[config.mk]
export PLATFORM = sky130hd
export DESIGN_NAME = display_scan_ctrl
export DESIGN_NICKNAME = d
export VERILOG_FILES = /design/src/rtl/display_scan_ctrl.sv
export SDC_FILE = /design/constraint.sdc
export NUM_CORES = 1
export LEC_CHECK = 0
export ABC_CLOCK_PERIOD_IN_PS = 1850
export CORE_UTILIZATION = 45
export CTS_BUF_LIST = sky130_fd_sc_hd__clkbuf_8
export DETAILED_ROUTE_END_ITERATION = 10
export MAX_ROUTING_LAYER = met4
export PLACE_DENSITY = 0.79
export SYNTH_ARGS = -nofsm -noshare
export SYNTH_HDL_FRONTEND = slang
export SYNTH_SLANG_ARGS = --single-unit
[constraint.sdc]
create_clock -name clk -period 1.85 [get_ports clk]
set_input_delay 0.37 -clock clk [delete_from_list [all_inputs] [get_ports clk]]
set_output_delay 0.37 -clock clk [all_outputs]
set_load 0.05 [all_outputs]
[src/rtl/display_scan_ctrl.sv]
// Time-multiplexed scan controller for N common-anode 7-segment digits sharing one decoder.
// Alternates a BLANK gap and a SHOW slot per digit, with per-digit blink and decimal point.
module display_scan_ctrl #(
  parameter int unsigned N_DIG        = 8,
  parameter int unsigned SCAN_DIV     = 50000,
  parameter int unsigned BLANK_CYC    = 500,
  parameter int unsigned BLINK_FRAMES = 250
) (
  input  logic               clk,
  input  logic               rst,
  input  logic               en,
  input  logic [4*N_DIG-1:0] digits,
  input  logic [N_DIG-1:0]   blink_mask,
  input  logic [N_DIG-1:0]   dp_mask,
  output logic [3:0]         show_code,
  output logic [N_DIG-1:0]   an,
  output logic               dp_n,
  output logic               frame_done
);

  localparam int unsigned CntMax = (SCAN_DIV > BLANK_CYC) ? SCAN_DIV : BLANK_CYC;
  localparam int unsigned CntW   = $clog2(CntMax + 1);
  localparam int unsigned IdxW   = $clog2(N_DIG);
  localparam int unsigned FrmW   = $clog2(BLINK_FRAMES + 1);

  localparam logic [0:0] StBlank = 1'b0;
  localparam logic [0:0] StShow  = 1'b1;

  logic [0:0]       state_q, state_d;
  logic [CntW-1:0]  cnt_q, cnt_d;
  logic [IdxW-1:0]  idx_q, idx_d;
  logic [FrmW-1:0]  frm_q, frm_d;
  logic             phase_q, phase_d;
  logic [N_DIG-1:0] an_q, an_d;
  logic [3:0]       code_q, code_d;
  logic             dp_n_q, dp_n_d;
  logic             fd_q, fd_d;

  logic [3:0]       cur_nib;
  logic [N_DIG-1:0] one_hot;

  assign cur_nib = digits[{idx_q, 2'b00} +: 4];
  assign one_hot = N_DIG'(1) << idx_q;

  always_comb begin
    state_d = state_q;
    cnt_d   = cnt_q;
    idx_d   = idx_q;
    frm_d   = frm_q;
    phase_d = phase_q;
    an_d    = an_q;
    code_d  = code_q;
    dp_n_d  = dp_n_q;
    fd_d    = 1'b0;

    if (!en) begin
      state_d = StBlank;
      cnt_d   = '0;
      idx_d   = '0;
      an_d    = '1;
      code_d  = 4'hF;
      dp_n_d  = 1'b1;
    end else begin
      unique case (state_q)
        StBlank: begin
          // cnt counts blank cycles already presented; 0 after reset/disable adds a lead-in cycle
          if (cnt_q == CntW'(BLANK_CYC)) begin
            state_d = StShow;
            cnt_d   = CntW'(1);
            an_d    = ~one_hot;
            if (phase_q && blink_mask[idx_q]) begin
              code_d = 4'hF;
              dp_n_d = 1'b1;
            end else begin
              code_d = cur_nib;
              dp_n_d = ~dp_mask[idx_q];
            end
          end else begin
            cnt_d = cnt_q + CntW'(1);
          end
        end
        StShow: begin
          if (cnt_q == CntW'(SCAN_DIV)) begin
            state_d = StBlank;
            cnt_d   = CntW'(1);
            an_d    = '1;
            code_d  = 4'hF;
            dp_n_d  = 1'b1;
            if (idx_q == IdxW'(N_DIG - 1)) begin
              idx_d = '0;
              fd_d  = 1'b1;
              if (frm_q == FrmW'(BLINK_FRAMES - 1)) begin
                frm_d   = '0;
                phase_d = ~phase_q;
              end else begin
                frm_d = frm_q + FrmW'(1);
              end
            end else begin
              idx_d = idx_q + IdxW'(1);
            end
          end else begin
            cnt_d = cnt_q + CntW'(1);
          end
        end
        default: begin
          state_d = StBlank;
          cnt_d   = '0;
        end
      endcase
    end
  end

  always_ff @(posedge clk) begin
    if (rst) begin
      state_q <= StBlank;
      cnt_q   <= '0;
      idx_q   <= '0;
      frm_q   <= '0;
      phase_q <= 1'b0;
      an_q    <= '1;
      code_q  <= 4'hF;
      dp_n_q  <= 1'b1;
      fd_q    <= 1'b0;
    end else begin
      state_q <= state_d;
      cnt_q   <= cnt_d;
      idx_q   <= idx_d;
      frm_q   <= frm_d;
      phase_q <= phase_d;
      an_q    <= an_d;
      code_q  <= code_d;
      dp_n_q  <= dp_n_d;
      fd_q    <= fd_d;
    end
  end

  assign show_code  = code_q;
  assign an         = an_q;
  assign dp_n       = dp_n_q;
  assign frame_done = fd_q;

endmodule

==> results.md <==
* Ranking of synthesized cells by area: dfxtp_1 (37%), mux4_2 (11%), nor2_1 (6.9%)
* R2R depth at 6
* Num CTS Buffers at 5
* Leading area contributor after synthesis: dfxtp_1
* Max Cap Violations at 0
* Status: complete, no violations
* Synth warn at 0
* # rows at 25
* DP Area at 0.00324 mm^2
* Ys async rst share at 0%
* I/O Pins at 65
* Critical path arrival at 1.43 ns
* Post-synth top flop: dfxtp_1
* Maximum clock path buffer count at 2
* Final nets at 412
* Vias per cell at 5.30
* RR Startpoint: idx_q[0]
* Antenna Nets Post-Route at 0
* Worst reg2reg endpoint: frm_q[5]
* Syn nets at 321
* Critical Path Source: dp_n
* Yosys cell types at 43
* Crit end category: output port
* Least-Margin Pin Slew at 0.517 ns
* CP max FO at 2
* Max Slew Vio Count at 0
* Postcts setup bufs at 0
* Max Freq at 555 MHz
* Clk_lat worst skew at 0.29 ns
* EDFF count, synth at 0
* Routed len/inst at approximately 14 um
* Finished Core Util at 70.0%
* Die W at 74.1 um
* CTS tree: built
* Initial Utilization at 48.2%
* Avg Inst Size Synth at approximately 9 um^2
* Fill cells at between 300 and 400
* Total number of vias at between 2000 and 2500
* WP buf/inv at 1
* Total power density per cell area at roughly 500 mW/mm^2
* Vias in the first global route at 2104
* Crit path required time at about 1.5 ns
* Root Driver: clkbuf_8
* Layout area overhead at 45.2%
* Fraction of layout cells with a size suffix above 1 at 21.7%
* Setup_tns at 0 ns
* CP Class: flip-flop to output port
* Initial drt markers at 79
* Number of port buffers at 64
* Worst path top cell family by delay: buffers and inverters
* Leak at about 0.0013 uW
* Die area at 0.00549 mm^2
* Startpoint types: flip-flop
* Synth cell count leaders: dfxtp_1 (43), nor2_1 (43), nand2_1 (19)
* CTS sink cnt at 43
* Critical path's largest stage delay at about 0.80 ns
* Drt drc at 0
* Slowest stage cell, crit path: clkdlybuf4s50_1
* Cell area after layout at 0.00339 mm^2
* Maximum VDD drop at 0.000452 V
* Die Y at 74.1 um
* HP Class: flip-flop to flip-flop
* Reg clk slew, reported paths at 0.08 ns
* Post-synthesis cell count at 260
* Final Cycle Share at around 97%
* Post-CTS Hold Fix Bufs at 0
* Drt total wl at roughly 5.8 mm
* GP Congestion at around 0.86
* Gr ovfl total at 0
* Clock Skews at 0.00760 ns
* Initial DRT Pass Iterations at 4
* Critical path endpoint: dp_n
* Hold Fails Final Rpt at 0
* Setup violators final at 0
* Min Hold Slack at around 0.50 ns
* Post-synthesis sequential area ratio at 36.8%
* Worst rel slew slack at 65.5%
* Minimum clock period at 1.80 ns
* Flop-to-flop setup slack at 0.05 ns
* Largest net degree at the start of global routing at 16
* Core area at 0.00485 mm^2
* GRT Util Overall at between 20 and 25%
* Initial antenna violation count at 0
* First-pass GRT wire length at 8.94 mm
* Area share of the largest cell type after synthesis at 36.8%
* CP Cell Sequence: clkdlybuf4s50_1
* Antenna cell count at 0
* H-tree depth at 2
* Unrepaired setup endpoints after global routing: yes
* DPL Wire Length at 4.52 mm
* Yosys reg bits at 43
* Cell count along the critical path at 1
* Mapped Area at 0.00234 mm^2
through the flow:
| stage | std cells | setup WS (ns) | power (uW) |
|---|---|---|---|
| after floorplan | 260 | 0.0803 | 998 |
| after global placement | 411 | -0.104 | 1130 |
| after detailed placement | 411 | -0.143 | 1140 |
| after CTS | 418 | 0.00740 | 1720 |
| after global routing | 418 | -0.00672 | 1770 |
| final | 418 | 0.0486 | 1700 |
state kept, by name, indices dropped and copies added (netlist names):
name and cells:
cnt_q 16, an 8, frm_q 8, show_code 4, idx_q 3, dp_n 1, frame_done 1, phase_q 1
state_q 1
where the power goes:
group	leakage, uW	internal [uW]	total, uW	switching [uW]
logic	0.000862	134	185	50.9
registers	0.000349	927	928	1.11
clock network	0.0000470	293	590	297
total	0.00126	1350	1700	349
worst min-delay path by stage:
stage                     startpoint        to  slack, ns  cells after the start
after floorplan             frm_q[6]  frm_q[6]       0.45                      1
after global placement      frm_q[7]  frm_q[7]       0.47                      2
final                       frm_q[6]  frm_q[6]       0.50                      1
after detailed placement    frm_q[6]  frm_q[6]       0.49                      1
after global routing        frm_q[7]  frm_q[7]       0.52                      2
after CTS                   frm_q[6]  frm_q[6]       0.50                      1
kinds of logic after synthesis:
group / share of synthesized area (%)
mux: 13.2
fa+ha+maj: 5.35
buf+inv: 3.96
compound gates: 9.90
simple gates: 25.5
xor+xnor: 5.25
flops: 36.8
repair_timing:
item,CTS,global route
gates cloned,0,0
pin swaps,0,5
gates resized for setup,1,16
endpoints found under the setup margin,1,34
worst register-to-register path: stages, from the launching register on:
cell,delay (ns)
dfxtp_2,0.38
ha_4,0.17
ha_4,0.15
nand2_1,0.07
or3_4,0.43
or4_4,0.43
a21oi_2,0.11
area by class of cell:
class / count / area (um^2) / area share [%]
timing repair buffer: 97 / 890 / 26.2
multi-input combinational: 195 / 1430 / 42.2
clock inverter: 1 / 5.00 / 0.147
inverter: 9 / 33.8 / 0.996
sequential: 43 / 866 / 25.5
clock buffer: 6 / 82.6 / 2.43
tap: 67 / 83.8 / 2.47
metal layers:
metal  up-vias  GRT usage (%)  part of all wire [%]
met4         0           6.84                  0.69
met5         -              -                     0
li1       1122              -                     -
met3         4           6.91                   9.3
met1      1020           22.8                    41
met2        68           38.9                    49
placed cells by master, fill, tap and decap left out, drive strengths merged, types with 7 or more instances in the layout:
cell type / Yosys / routed
clkdlybuf4s50: 0 / 53
nor2: 43 / 43
buf: 9 / 43
dfxtp: 43 / 43
nand2: 19 / 19
o21ai: 11 / 11
mux4: 11 / 11
ha: 10 / 10
inv: 9 / 9
nor3: 9 / 9
and3: 8 / 8
xnor2: 8 / 8
a21oi: 8 / 8
nand3: 7 / 7
(Power assumes the default switching activity.)
==> variant, RTL diff (config.mk and constraints unchanged) <==
Add an input register stage for `en`, `digits`, `blink_mask` and `dp_mask`; this delays them by one clock.
--- a/src/rtl/display_scan_ctrl.sv
+++ b/src/rtl/display_scan_ctrl.sv
@@ -28,2 +28,14 @@
 
+  logic en_q;
+  logic [4*N_DIG-1:0] digits_q;
+  logic [N_DIG-1:0] blink_mask_q;
+  logic [N_DIG-1:0] dp_mask_q;
+
+  always_ff @(posedge clk) begin
+    en_q         <= en;
+    digits_q     <= digits;
+    blink_mask_q <= blink_mask;
+    dp_mask_q    <= dp_mask;
+  end
+
   logic [0:0]       state_q, state_d;
@@ -41,3 +53,3 @@
 
-  assign cur_nib = digits[{idx_q, 2'b00} +: 4];
+  assign cur_nib = digits_q[{idx_q, 2'b00} +: 4];
   assign one_hot = N_DIG'(1) << idx_q;
@@ -55,3 +67,3 @@
 
-    if (!en) begin
+    if (!en_q) begin
       state_d = StBlank;
@@ -70,3 +82,3 @@
             an_d    = ~one_hot;
-            if (phase_q && blink_mask[idx_q]) begin
+            if (phase_q && blink_mask_q[idx_q]) begin
               code_d = 4'hF;
@@ -75,3 +87,3 @@
               code_d = cur_nib;
-              dp_n_d = ~dp_mask[idx_q];
+              dp_n_d = ~dp_mask_q[idx_q];
             end
Behaviour: no difference found for any inputs over 10 cycles, from zero or initial values and one cycle with rst high; that may be too few to reach the edited logic, so the function may still have changed.
==> variant against the unedited design <==
The flow now finishes with violations (setup timing). Critical path depth increased by 6. Synthesized cell count increased by 17%. Sequential cell count increased by 49. Power increased by 110%. Routed wire length increased by 38%. Cell area increased by 41%. Non-clock buffer count increased by 16. Worst setup slack got worse by 0.61 ns. Synthesized area increased by 42%. Highest routed layer unchanged.
==> variant: results <==
group,metric,value,unit
yosys,yosys.cell_types.count,38,
clocking,clk_latency,0.36,ns
grt,first_global_vias,2886,
yosys,synth_commonest_cells,"dfxtp_1 (92), nor2_1 (31), a21oi_1 (16)",
status,status,"complete, but fails checks",
placement,placement.io_buffers,64,
yosys,yosys-top-cells-area,"dfxtp_1 (55%), mux4_2 (8.1%), ha_1 (3.8%)",
critical_path,r2r_start,"cnt_q[1]$_SDFF_PP0_",
yosys,ys_warn_count,0,
yosys,synth-async-reset-ratio,0,
critical_path,worstSetupPathType,"reg -> reg",
grt,track_usage,0.2348,
critical_path,reg2reg_to,"frm_q[5]$_SDFFE_PP0P_",
timing,setup_ws,-0.5631,ns
routing,vias,2698,
placement,dpl_worst_slack,-0.5689,ns
yosys,syn_nets,364,
critical_path,reg2reg_depth,7,
timing,setup_viol,42,
clocking,cts_buffer_depth,2,
yosys,avgSynthCellArea,10.96,sq um
clocking,cts-root-buf,"clkbuf_8",
finish,layout.nets,475,
grt,grt_max_degree,19,
yosys,ys_seq_area_frac,0.5548,
clocking,clk_pin_slew,0.09,ns
pwr,leakagePower,1.838,nW
finish,fillers,472,
clocking,h-tree-depth,3,
critical_path,worstPathArrival,2.71,ns
finish,fin_cells,514,
timing,tightestPinTransition,0.5350,ns
placement,dp_cells,493,
status,violations,"setup timing",
placement,gp_congestion,0.8795,
placement,dp_hpwl,5334,um
worst_hold_path,hold_class,"in -> reg",
timing,skew,0.006313,ns
critical_path,cp_max_fo,6,
clocking,cts_buffers,9,
finish,layout-drive-gt1-share,0.3062,
grt,grt_pass1_wl,13190,um
routing,firstDrtPassIters,4,
finish,diodes,0,
pwr,vdd_ir_drop_max,0.7557,mV
routing,drt_iter0_drc,153,
routing,finalWirelength,8032,um
[variant: layer usage]
layer | GRT usage | part of all wire | up-vias | routed length [um]
met4 | 0.1297 | 0.035 | 0 | 284
met1 | 0.2485 | 0.38 | 1274 | 3079
met2 | 0.3883 | 0.52 | 98 | 4190
met5 | - | 0 | - | 0
li1 | - | - | 1299 | -
met3 | 0.07446 | 0.060 | 27 | 478
[variant: timing repair]
action	CTS	global route
setup buffers	4	2
pin swaps	7	7
cloned	1	0
setup endpoints to repair	42	43
gates resized for setup	33	13
[variant: cell families (layout without fill, tap and decap cells)]
group,count (synthesis),count (layout),share of synthesized area
compound gates,31,31,0.05541
xor+xnor,15,15,0.03958
fa+ha+maj,10,10,0.03769
flops,92,92,0.5548
simple gates,115,115,0.1866
mux,17,17,0.09650
buf+inv,23,138,0.02940
[variant: stage by stage]
stage          utilization  setup TNS [ns]  cell area [sq um]  total power, mW  hold slack, ns
2_1_floorplan            -          -14.82               3331            2.149          0.3977
3_3_place_gp        0.6247          -11.69               4338            2.277          0.4781
3_5_place_dp        0.6247          -13.62               4338            2.284          0.4865
4_1_cts             0.6805          -15.81               4726            3.590          0.4411
5_1_grt             0.6903          -16.11               4793            3.727          0.4265
6_report            0.6903          -14.20               4793            3.597          0.4435
[variant: worst min-delay path by stage]
stage / startpoint / to / slack (ns) / cells past startpoint
2_1_floorplan: blink_mask[0] / blink_mask_q[0]$_DFF_P_ / 0.40 / 0
3_3_place_gp: an[2]$_SDFFE_PP1P_ / an[2]$_SDFFE_PP1P_ / 0.48 / 2
3_5_place_dp: an[1]$_SDFFE_PP1P_ / an[1]$_SDFFE_PP1P_ / 0.49 / 2
4_1_cts: digits[14] / digits_q[14]$_DFF_P_ / 0.44 / 1
5_1_grt: blink_mask[5] / blink_mask_q[5]$_DFF_P_ / 0.43 / 1
6_report: digits[7] / digits_q[7]$_DFF_P_ / 0.44 / 1
[variant: area by class of cell]
type | count | area, sq um | area share
Clock buffer | 9 | 123.9 | 0.02584
Clock inverter | 6 | 63.81 | 0.01331
Inverter | 10 | 37.54 | 0.007831
Multi-Input combinational cell | 188 | 1563 | 0.3260
Sequential cell | 92 | 1844 | 0.3848
Tap cell | 96 | 120.1 | 0.02506
Timing Repair Buffer | 113 | 1041 | 0.2172
[variant: critical path: stages (launching register included)]
cell and delay (ns):
dfxtp_2 0.34, inv_2 0.07, ha_4 0.12, or4b_4 0.46, or3_4 0.34, or3_4 0.38
or4_4 0.50, a21oi_2 0.15
[variant: power by group]
part	switching, mW	total (mW)	internal, mW
logic	0.0633	0.214	0.150
clock network	0.709	1.33	0.620
registers	0.0163	2.05	2.04
